### config.mk
export PLATFORM = sky130hd
export DESIGN_NAME = move_collector
export DESIGN_NICKNAME = d
export VERILOG_FILES = /design/src/rtl/move_collector.sv
export SDC_FILE = /design/constraint.sdc
export NUM_CORES = 1
export LEC_CHECK = 0
export BUFFER_PORTS_ARGS = -buffer_cell sky130_fd_sc_hd__buf_2
export CAP_MARGIN = 20
export CORE_MARGIN = 8
export CORE_UTILIZATION = 51
export CTS_CLUSTER_DIAMETER = 150
export DETAILED_ROUTE_END_ITERATION = 6
export PLACE_DENSITY = 0.85
export SKIP_CTS_REPAIR_TIMING = 1
export SYNTH_ARGS = -nofsm -noshare
export SYNTH_HDL_FRONTEND = slang
export SYNTH_SLANG_ARGS = --single-unit
### constraint.sdc
create_clock -name clk -period 8.2 [get_ports clk]
set_input_delay 0 -clock clk [delete_from_list [all_inputs] [get_ports clk]]
set_output_delay 0 -clock clk [all_outputs]
set_load 0.02 [all_outputs]
### src/rtl/move_collector.sv
// move_collector: scans the square array after move generation, filters each square's
// 16 move registers by colour and serialises the survivors as (from, to, kind) records.
// Define MOVE_COLLECTOR_COUNT_EN to build the accepted-move counter; otherwise mv_count is 0.

module move_entry_decode (
    input  logic        color_sel,
    input  logic [11:0] lane,       // {color, kind[4:0], pos[5:0]}
    output logic        hit,
    output logic [10:0] ent         // {kind[4:0], pos[5:0]}
);
    assign hit = (lane[10:6] != 5'd0) && (lane[11] == color_sel);
    assign ent = lane[10:0];
endmodule

module move_collector #(
    parameter int NSQ = 64
) (
    input  logic        clk,
    input  logic        clear_n,
    input  logic        start,
    input  logic        engineColor,
    output logic [5:0]  sq_sel,
    input  logic [87:0] ray_moves,
    input  logic [63:0] knight_moves,
    output logic        mv_valid,
    input  logic        mv_ready,
    output logic [5:0]  mv_from,
    output logic [5:0]  mv_to,
    output logic [4:0]  mv_kind,
    output logic        busy,
    output logic        done,
    output logic [7:0]  mv_count
);
    localparam int NUM_LANES = 16;
    localparam int NUM_RAY   = 8;
    localparam int ENT_W     = 11;

    typedef enum logic [2:0] {IDLE, SELECT, LOAD, EMIT, DONE} state_t;

    state_t                             state;
    logic                               color;
    logic [NUM_LANES-1:0][11:0]         lane_in;
    logic [NUM_LANES-1:0][ENT_W-1:0]    lane_ent;
    logic [NUM_LANES-1:0][ENT_W-1:0]    snap;
    logic [NUM_LANES-1:0]               lane_hit;
    logic [NUM_LANES-1:0]               pend;
    logic [NUM_LANES-1:0]               rest;
    logic [3:0]                         load_idx;
    logic [3:0]                         rest_idx;
    logic                               last_sq;

    // Ray and knight registers are normalised to one {color, kind, pos} lane format so a
    // single decoder handles both; lane index equals the pending-mask bit.
    genvar g;
    generate
        for (g = 0; g < NUM_RAY; g++) begin : g_ray
            assign lane_in[g] = {ray_moves[11*g+10], 1'b0, ray_moves[11*g +: 10]};
        end
        for (g = 0; g < NUM_RAY; g++) begin : g_knight
            assign lane_in[NUM_RAY+g] = {knight_moves[8*g+7], knight_moves[8*g+6], 4'b0000,
                                         knight_moves[8*g +: 6]};
        end
        for (g = 0; g < NUM_LANES; g++) begin : g_lane
            move_entry_decode u_dec (
                .color_sel (color),
                .lane      (lane_in[g]),
                .hit       (lane_hit[g]),
                .ent       (lane_ent[g])
            );
        end
    endgenerate

    function automatic logic [3:0] lowest(input logic [NUM_LANES-1:0] m);
        lowest = 4'd0;
        for (int i = NUM_LANES - 1; i >= 0; i--)
            if (m[i]) lowest = 4'(i);
    endfunction

    // rest drops the record currently on the bus; its lowest bit is the next record.
    assign rest     = pend & (pend - 1'b1);
    assign rest_idx = lowest(rest);
    assign load_idx = lowest(lane_hit);
    assign last_sq  = (sq_sel == 6'(NSQ - 1));

    always_ff @(posedge clk or negedge clear_n) begin
        if (!clear_n) begin
            state    <= IDLE;
            color    <= 1'b0;
            sq_sel   <= 6'd0;
            snap     <= '0;
            pend     <= '0;
            mv_valid <= 1'b0;
            mv_from  <= 6'd0;
            mv_to    <= 6'd0;
            mv_kind  <= 5'd0;
            busy     <= 1'b0;
            done     <= 1'b0;
        end else begin
            done <= 1'b0;
            case (state)
                IDLE: begin
                    if (start) begin
                        color  <= engineColor;
                        sq_sel <= 6'd0;
                        busy   <= 1'b1;
                        state  <= SELECT;
                    end
                end
                SELECT: state <= LOAD;
                LOAD: begin
                    snap <= lane_ent;
                    pend <= lane_hit;
                    if (|lane_hit) begin
                        mv_valid <= 1'b1;
                        mv_from  <= lane_ent[load_idx][5:0];
                        mv_kind  <= lane_ent[load_idx][10:6];
                        mv_to    <= sq_sel;
                        state    <= EMIT;
                    end else if (last_sq) begin
                        done  <= 1'b1;
                        state <= DONE;
                    end else begin
                        sq_sel <= sq_sel + 6'd1;
                        state  <= SELECT;
                    end
                end
                EMIT: begin
                    if (mv_ready) begin
                        pend <= rest;
                        if (|rest) begin
                            mv_from <= snap[rest_idx][5:0];
                            mv_kind <= snap[rest_idx][10:6];
                        end else begin
                            mv_valid <= 1'b0;
                            if (last_sq) begin
                                done  <= 1'b1;
                                state <= DONE;
                            end else begin
                                sq_sel <= sq_sel + 6'd1;
                                state  <= SELECT;
                            end
                        end
                    end
                end
                DONE: begin
                    busy  <= 1'b0;
                    state <= IDLE;
                end
                default: state <= IDLE;
            endcase
        end
    end

`ifdef MOVE_COLLECTOR_COUNT_EN
    always_ff @(posedge clk or negedge clear_n) begin
        if (!clear_n)
            mv_count <= 8'd0;
        else if (state == IDLE && start)
            mv_count <= 8'd0;
        else if (state == EMIT && mv_valid && mv_ready && mv_count != 8'hFF)
            mv_count <= mv_count + 8'd1;
    end
`else
    assign mv_count = 8'd0;
`endif

endmodule
After elaboration in Yosys (flattened, before gate mapping)
Cells that the tools add are included.

$add $sub $neg: 2. Muxes and demuxes: 69. Reductions and logical operators: 38. Bitwise operators: 1. $lt $le $gt $ge: 2. Equal/unequal tests: 27.

Operator list (number): 4-bit two-way mux (32); 11-bit binary-select mux with 4-bit select (2); 6-bit two-way mux (8); 5-bit nonzero test (8); 16-bit case mux with 2 select lines (1); 16-bit OR reduction (2); 11-bit two-way mux (2); 6-bit case mux with 3 select lines (1); 16-bit AND (1); 1-bit equality test (16); 1-bit logical AND (16); 16-bit two-way mux (1); 16-bit by 1-bit subtractor with 16-bit output, second input constant (1); 3-bit two-way mux (5); 5-bit two-way mux (3); 2-bit inequality test, second input constant (6); 3-bit case mux with 4 select lines (1); 6-bit case mux with 2 select lines (1); 4-bit by 5-bit < comparator with 1-bit output, second input constant (2); 5-bit case mux with 2 select lines (1); 1-bit two-way mux (8); 2-bit AND reduction (4); 4-bit AND reduction (2); 6-bit by 1-bit adder with 6-bit output, second input constant (1); other kinds (10) (14).

Register bits: 182. Output and inout bits: 34.

Longest topological paths before layout
Gate-level depths: netlist of the first run.

Depth in word-level cells: 23. Mapped depth: 14. Depth with buffers taken out: 9.

Cells and area by module
A second synthesis of the first run with hierarchy kept.

Cells, all modules: 1416. Area total of the unflattened synthesis: 14347.5 um^2.

By module, submodules not included: move_collector (sequential area each 5555.3 um^2, instances 1, cells an instance 1176, area each 12525.8 um^2); move_entry_decode (sequential area each 0.0 um^2, instances 16, cells an instance 15, area each 113.9 um^2).

Worst setup path after synthesis of the first run
OpenSTA, ideal clock, no wires.

Kind: flip-flop to flip-flop. Start point: reg pend[1]. End point: reg mv_from[3]. Setup slack: 5.008 ns. Setup time: 0.124 ns. Buffers on the path: 2. Period minus slack after synthesis: 3.192 ns. Arrival: 3.068 ns. Stages on the path, launching flop included: 12. Cell sequence: dfrtp_1 > or4_4 > buf_6 > or4_1 > o311ai_1 > o21ai_1 > a32o_1 > buf_2 > nand2b_1 > o21ai_0 > a211oi_1 > o31a_1.

Longest elaborated chain between the ends: 23.

RTL lines: start: declaration (line 46) `logic [NUM_LANES-1:0] pend;`; start signal: assignment (line 112) `pend <= lane_hit;`; start signal: assignment (line 129) `pend <= rest;`; 16-bit by 1-bit subtractor with 16-bit output (line 80) `assign rest = pend & (pend - 1'b1);`; 16-bit AND * (line 80); 4-bit two-way mux (16 in series) (line 76) `if (m[i]) lowest = 4'(i);`; 11-bit binary-select mux with 4-bit select (line 131) `mv_from <= snap[rest_idx][5:0];`; 11-bit two-way mux; 6-bit two-way mux (line 130) `if (|rest) begin`; 6-bit two-way mux (line 128) `if (mv_ready) begin`; 6-bit case mux with 2 select lines (line 100) `case (state)`; end signal: assignment (line 115) `mv_from <= lane_ent[load_idx][5:0];`; end signal: assignment (line 131); end: declaration (line 27) `output logic [5:0] mv_from,`.

Mark *: on every way between the ends. The rest lies on a longest branch, timed or not. The select of a mux whose other input is x is not followed. A chain may end at the register's enable or synchronous reset.

Final worst setup path of the first run
Start point: reg pend[4]. End point: reg mv_from[5].

The elaborated chain is that of the path after synthesis.

==> impl_metrics.ini, run 1 <==
[synth]
yosysTopAreaCellShare_pct = 41.3
yosysMostFrequentCell = nand2_1
netlist-cell-type-count = 72
avgSynthCellArea_um2 = 8.01
synth_seq_area_share_pct = 41.3
synth_edf_count = 0
syn-cell-area_um2 = 11000
yosys_warnings = 0
synthCells = 1379
async_reset_ff_share_pct = 100
synth_area_leaders = dfrtp_1, nand2_1, mux2i_1
synth_area_leader_cell = dfrtp_1
ys_ff_latch = 182
ys.flop_type = dfrtp_1
yosys-top-cells-count = nand2_1, dfrtp_1, clkbuf_1

[power]
pwr-share-seq_pct = 24.2
power_density_nw_per_um2 = 498
p_int_w = 0.00339
leakage_nw = 6.79
p_sw_share_pct = 51.9
clkPwrFrac_pct = 12.5
ir_worst_vdd_mv = 0.376
power_frac_comb_pct = 63.4
p_sw_w = 0.00365

[clock_network]
cts.sinks = 182
cts-root-buf = clkbuf_16
cts_inserted_buffers = 17
cts.clk_slew.worst_paths_ns = 0.08
tritoncts = done
clk_path_buf_depth = 2
clkLatencyLatePin_ns = 0.45
htreeDepth = 4

[final_layout]
nets = 1811
drive_gt1_share_pct = 16.6
area_growth_syn_to_layout_pct = 28.1
nFillCells = 1636

[sta]
slew_headroom_pct = 18.9
fmax_ghz = 0.212
period_share_pct = 57.6
finalWorstPathRequiredPeriod_ns = 4.72
finalSetupTns_ns = 0
worst_pin_slew_ns = 1.20
setup_viol = 0
postLayoutSetupSlackWorst_ns = 3.48
fin_hold_ws_ns = -0.00728
slew_violations = 0
rsz0062_at_grt = no
finalClockSkew_ns = 0.0155
hold_viol = 2

[place]
preCtsSetupSlack_ns = 3.31
portBuffers = 182
hpwl_um = 26800
finalWeightedCongestion = 0.953

[routing]
wl_per_cell_um = 21.3
ant_nets = 0
drc_errors = 0
routed_wl_um = 41500
dr.pass1.iters = 7
drtIter0Drc = 2115
vias = 12300
viasPerCell = 6.33

[critical_path]
critPathCaptureType = flop
path_class = reg2reg
required_ns = 8.50
worstSetupStartpointType = flop
cp_data_arrival_time_ns = 5.02
path_max_fanout = 25

[die]
dieArea_um2 = 26600
rows = 54
core_area_um2 = 21600
die_width_um = 163
io_pins = 191
start_util_pct = 51.2
die_y_um = 163

[grt]
antenna_found_initial = 1
grt_pass1_vias = 10900
grtUsageTotal_pct = 27.7
overflow = 0
grt_pass1_wl_um = 58700
grt_max_degree = 116

[run_status]
status = complete, but fails checks
violations = negative hold slack

[worst_hold_path]
hold_path_class = in2reg

[run]
maxCapViolations = 0
[power by group through the flow]
stage               Sequential (W)  Clock, W  Combinational, W
floorplan                  0.00159         0           0.00308
global placement           0.00166         0           0.00397
detailed placement         0.00167         0           0.00410
CTS                        0.00167  0.000878           0.00414
global route               0.00173  0.000914           0.00477
finish                     0.00170  0.000879           0.00446
[critical path: stages, from the launching register on]
cell      delay, ns
dfrtp_1        0.49
or4_1          0.76
nor3_4         0.34
mux2i_1        0.16
o211ai_1       0.98
nand2_1        0.54
buf_16         0.32
o32ai_1        0.31
a21oi_1        0.07
o311ai_0       0.45
a211oi_1       0.14
[state kept, by name (all words and copies together) (netlist names)]
| name | count |
|---|---|
| snap | 136 |
| pend | 16 |
| mv_from | 6 |
| mv_to | 6 |
| sq_sel | 6 |
| mv_kind | 5 |
| state | 3 |
| busy | 1 |
| color | 1 |
| done | 1 |
| mv_valid | 1 |
[layout by cell type (no fill, tap or decap), types with 9 or more instances in the layout]
| cell type | netlist | final |
|---|---|---|
| a22oi_1 | 18 | 18 |
| a21oi_1 | 46 | 46 |
| mux2_2 | 18 | 18 |
| dlygate4sd3_1 | 0 | 141 |
| o21ai_0 | 51 | 49 |
| nor3_1 | 17 | 17 |
| inv_1 | 15 | 15 |
| nand3_1 | 38 | 38 |
| dfrtp_1 | 182 | 182 |
| nor2_1 | 53 | 52 |
| xnor2_1 | 12 | 12 |
| o221ai_1 | 10 | 10 |
| buf_4 | 10 | 13 |
| nor2b_1 | 11 | 11 |
| a31oi_1 | 16 | 16 |
| and3_1 | 14 | 14 |
| buf_2 | 17 | 181 |
| mux2i_1 | 46 | 46 |
| clkbuf_16 | 0 | 17 |
| o22ai_1 | 10 | 10 |
| a211o_1 | 9 | 9 |
| nand2_1 | 515 | 515 |
| o211ai_1 | 16 | 16 |
| o31ai_1 | 14 | 14 |
| a211oi_1 | 19 | 19 |
[per-stage QoR]
| stage | cells | instance area [um^2] | hold slack (ns) | util, % | power, W |
|---|---|---|---|---|---|
| 2_1_floorplan | 1386 | 11100 | -0.296 | - | 0.00467 |
| 3_3_place_gp | 1769 | 12000 | 0.153 | 55.8 | 0.00563 |
| 3_5_place_dp | 1770 | 12000 | 0.159 | 55.9 | 0.00577 |
| 4_1_cts | 1802 | 12700 | -0.305 | 58.8 | 0.00669 |
| 5_1_grt | 1947 | 14100 | 0.0137 | 65.6 | 0.00741 |
| 6_report | 1947 | 14100 | -0.00728 | 65.6 | 0.00704 |
[logic make-up (layout without fill, tap and decap cells)]
| kind of cell | after synthesis | count (layout) | synth area share, % |
|---|---|---|---|
| xor+xnor | 16 | 16 | 1.27 |
| simple gates | 710 | 710 | 27.4 |
| buf+inv | 107 | 387 | 4.37 |
| fa+ha+maj | 3 | 3 | 0.295 |
| other cells | 1 | 9 | 0.0340 |
| mux | 67 | 67 | 6.62 |
| flops | 182 | 182 | 41.3 |
| compound gates | 293 | 293 | 18.7 |
[final timing paths]
kind,start,to,slack [ns],cells past startpoint
min in group asynchronous,clear_n,mv_to[1],0.23,2
worst min register to register,snap[2],snap[2],0.48,2
max in group asynchronous,clear_n,snap[110],6.62,4
worst min-delay path,knight_moves[47],pend[13],-0.007,3
worst max-delay path,pend[4],mv_from[5],3.48,10
worst max register to register,pend[4],mv_from[5],3.48,10
[cell type report]
| cell class | count | area (um^2) | area share [%] |
|---|---|---|---|
| Sequential cell | 182 | 4550 | 32.2 |
| Multi-Input combinational cell | 1097 | 6060 | 42.8 |
| Antenna cell | 1 | 2.50 | 0.0177 |
| Clock buffer | 18 | 439 | 3.10 |
| Clock inverter | 14 | 180 | 1.27 |
| Timing Repair Buffer | 340 | 2500 | 17.7 |
| Inverter | 15 | 56.3 | 0.398 |
| Tap cell | 280 | 350 | 2.48 |
[metal layers]
layer | global-route usage [%] | vias to the layer above | routed length [um]
li1 | - | 5362 | -
met1 | 36.8 | 5757 | 15400
met2 | 42.5 | 991 | 19000
met3 | 6.88 | 221 | 5030
met4 | 11.7 | 0 | 2130
met5 | 0 | - | 0
(Power assumes the default switching activity.)
==> run 2: changes to the inputs <==
--- a/config.mk
+++ b/config.mk
@@ -5,6 +5,7 @@
 export SDC_FILE = /design/constraint.sdc
 export NUM_CORES = 1
 export LEC_CHECK = 0
+export ABC_AREA = 1
 export BUFFER_PORTS_ARGS = -buffer_cell sky130_fd_sc_hd__buf_2
 export CAP_MARGIN = 20
 export CORE_MARGIN = 8
==> constraint.sdc (replaced) <==
create_clock -name clk -period 4.8 [get_ports clk]
set_input_delay 0 -clock clk [delete_from_list [all_inputs] [get_ports clk]]
set_output_delay 0 -clock clk [all_outputs]
set_load 0.02 [all_outputs]
==> run 2 against run 1 <==
Compared with the run above:
- the flow finishes with violations (design-rule violations)
- power grew 51%
- clock skew shrank 0.0029 ns
- combinational power grew 47%
- sequential cell count is the same
- wire length grew 1.4%
- register-to-register slack lost 2.7 ns
- utilization shrank 0.61 points
- first-iteration DRC count grew 0.71%
- maximum frequency grew 16%
- final cell count grew 13%
- highest routed layer is now met5
- synthesized cell count grew 19%
==> impl_metrics.ini, run 2 <==
[run_status]
status = complete, but fails checks
violations = design-rule violations

[synth]
synth_area_leader_cell = dfrtp_1
synth_edf_count = 0
yosys-top-cells-count = nand2_1, nand3_1, inv_1
synth_area_leaders = dfrtp_1, nand2_1, nand3_1
ys_ff_latch = 182
synth_seq_area_share_pct = 40.8
synthCells = 1638
syn-cell-area_um2 = 11200
yosys_warnings = 0
yosysTopAreaCellShare_pct = 40.8
async_reset_ff_share_pct = 100
yosysMostFrequentCell = nand2_1
avgSynthCellArea_um2 = 6.82
ys.flop_type = dfrtp_1
netlist-cell-type-count = 41

[critical_path]
reg2reg_depth = 15
critPathCaptureType = flop
cp_data_arrival_time_ns = 4.46
path_max_fanout = 25
path_class = reg2reg
worstSetupStartpointType = flop
required_ns = 5.20

[grt]
grt_pass1_wl_um = 60000
grt.met1_usage_pct = 35.4
grt_busiest_layer = met2
use_met2_pct = 41.7
overflow = 0
grt_max_degree = 103
grtUsageTotal_pct = 28.1
grt_pass1_vias = 11500
global_route.usage.met3_pct = 9.22
antenna_found_initial = 1

[power]
pwr-share-seq_pct = 25.0
power_frac_comb_pct = 61.6
p_int_w = 0.00498
leakage_nw = 7.31
clkPwrFrac_pct = 13.4
power_density_nw_per_um2 = 754
ir_worst_vdd_mv = 0.502
p_sw_share_pct = 53.2
p_sw_w = 0.00566

[routing]
drtIter0Drc = 2130
routed_wl_um = 42100
wl_per_cell_um = 19.2
viasPerCell = 5.89
dr.pass1.iters = 7
ant_nets = 0
drc_errors = 7
vias = 12900

[clock_network]
cts.clk_slew.worst_paths_ns = 0.08
clkLatencyLatePin_ns = 0.45
tritoncts = done
cts.sinks = 182
cts-root-buf = clkbuf_16
cts_inserted_buffers = 17
clk_path_buf_depth = 2
htreeDepth = 4

[sta]
fmax_ghz = 0.246
period_share_pct = 84.7
slew_headroom_pct = 33.8
setup_viol = 0
finalClockSkew_ns = 0.0126
fin_hold_ws_ns = 0.0549
hold_viol = 0
rsz0062_at_grt = no
slew_violations = 0
postLayoutSetupSlackWorst_ns = 0.734
worst_pin_slew_ns = 0.992
finalSetupTns_ns = 0
finalWorstPathRequiredPeriod_ns = 4.07

[final_layout]
finalInstanceArea_um2 = 14100
nets = 2061
area_growth_syn_to_layout_pct = 26.3
final_cell_mix = nand2_1, nand3_1, inv_1
final_cells = 2197
drive_gt1_share_pct = 13.7
final_common_cell = nand2_1
largest_reg_flops = 136
regMostFlops = snap
reg_top3 = snap (136), pend (16)

[die]
start_util_pct = 51.5
die_width_um = 164
io_pins = 191
dieArea_um2 = 26900
rows = 54
die_y_um = 164
core_area_um2 = 21700

[place]
post_dp_cell_area_um2 = 12100
finalWeightedCongestion = 0.946
preCtsSetupSlack_ns = 1.02
portBuffers = 182
dp.cells = 2023
hpwl_um = 26600

[run]
maxCapViolations = 0

[worst_hold_path]
whs_path_depth = 6
hold_path_class = in2reg
-- run 2: changes by cell type after synthesis, sizes merged, moves of 14 or more --
cell	change
mux2	-18
a211oi	-19
buf	+14
o21ai	+114
nand2	-23
inv	+205
mux2i	-46
nand3	+255
a21oi	-21
a22oi	-18
nand3b	+47
and3	-14
-- run 2: power by group through the flow --
stage / registers [W] / clock network [W] / logic (W)
2_1_floorplan: 0.00262 / 0 / 0.00462
3_3_place_gp: 0.00262 / 0 / 0.00597
3_5_place_dp: 0.00265 / 0 / 0.00613
4_1_cts: 0.00263 / 0.00143 / 0.00618
5_1_grt: 0.00272 / 0.00148 / 0.00721
6_report: 0.00265 / 0.00143 / 0.00656
-- run 2: layout make-up --
cell class              instances  area [um^2]
repair buffers                342         2460
well taps                     280          350
fillers                      1696         7580
clock buffers                  17          425
diodes                          1         2.50
multi-input cells            1139         5320
clock inverters                15          155
inverters                     221          830
flip-flops and latches        182         4550
-- run 2: worst paths after layout --
| path | startpoint | end | slack (ns) |
|---|---|---|---|
| setup / recovery | pend[1] | mv_from[0] | 0.73 |
| hold / removal | knight_moves[15] | pend[9] | 0.05 |
| setup reg to reg | pend[1] | mv_from[0] | 0.73 |
| hold reg to reg | snap[81] | snap[81] | 0.48 |
| max in group asynchronous | clear_n | snap[57] | 3.42 |
| min in group asynchronous | clear_n | pend[14] | 0.18 |
-- run 2: worst max-delay path, cell delays in order (launching register included) --
cell	delay (ns)
dfrtp_1	0.42
nor2_2	0.19
nand3_1	0.13
nor2_2	0.21
inv_1	0.10
o21ai_1	0.30
nand3_1	0.16
o21ai_1	0.17
nand4_1	0.70
inv_2	0.82
nand3_1	0.25
nand3_1	0.18
nand3_1	0.13
nand3_1	0.13
nand2_1	0.06
nand2_1	0.05
-- run 2: through the flow --
| stage | util, % | total power (W) |
|---|---|---|
| 2_1_floorplan | - | 0.00723 |
| 3_3_place_gp | 55.9 | 0.00859 |
| 3_5_place_dp | 55.9 | 0.00878 |
| 4_1_cts | 58.5 | 0.0102 |
| 5_1_grt | 65.0 | 0.0114 |
| 6_report | 65.0 | 0.0106 |
-- run 2: layer usage --
metal | wire length, um | vias up
met4 | 2500 | 2
li1 | - | 5765
met2 | 19200 | 1080
met5 | 10 | -
met1 | 15300 | 5847
met3 | 5140 | 244
-- run 2: logic make-up after synthesis --
logic type / share of synthesized area [%]
AO/OA/AOI/OAI: 10.6
XOR/XNOR: 0.863
adder cells (fa/ha/maj): 0.112
buffers and inverters: 12.0
flip-flops: 40.8
other: 0.0336
AND/OR/NAND/NOR: 35.6
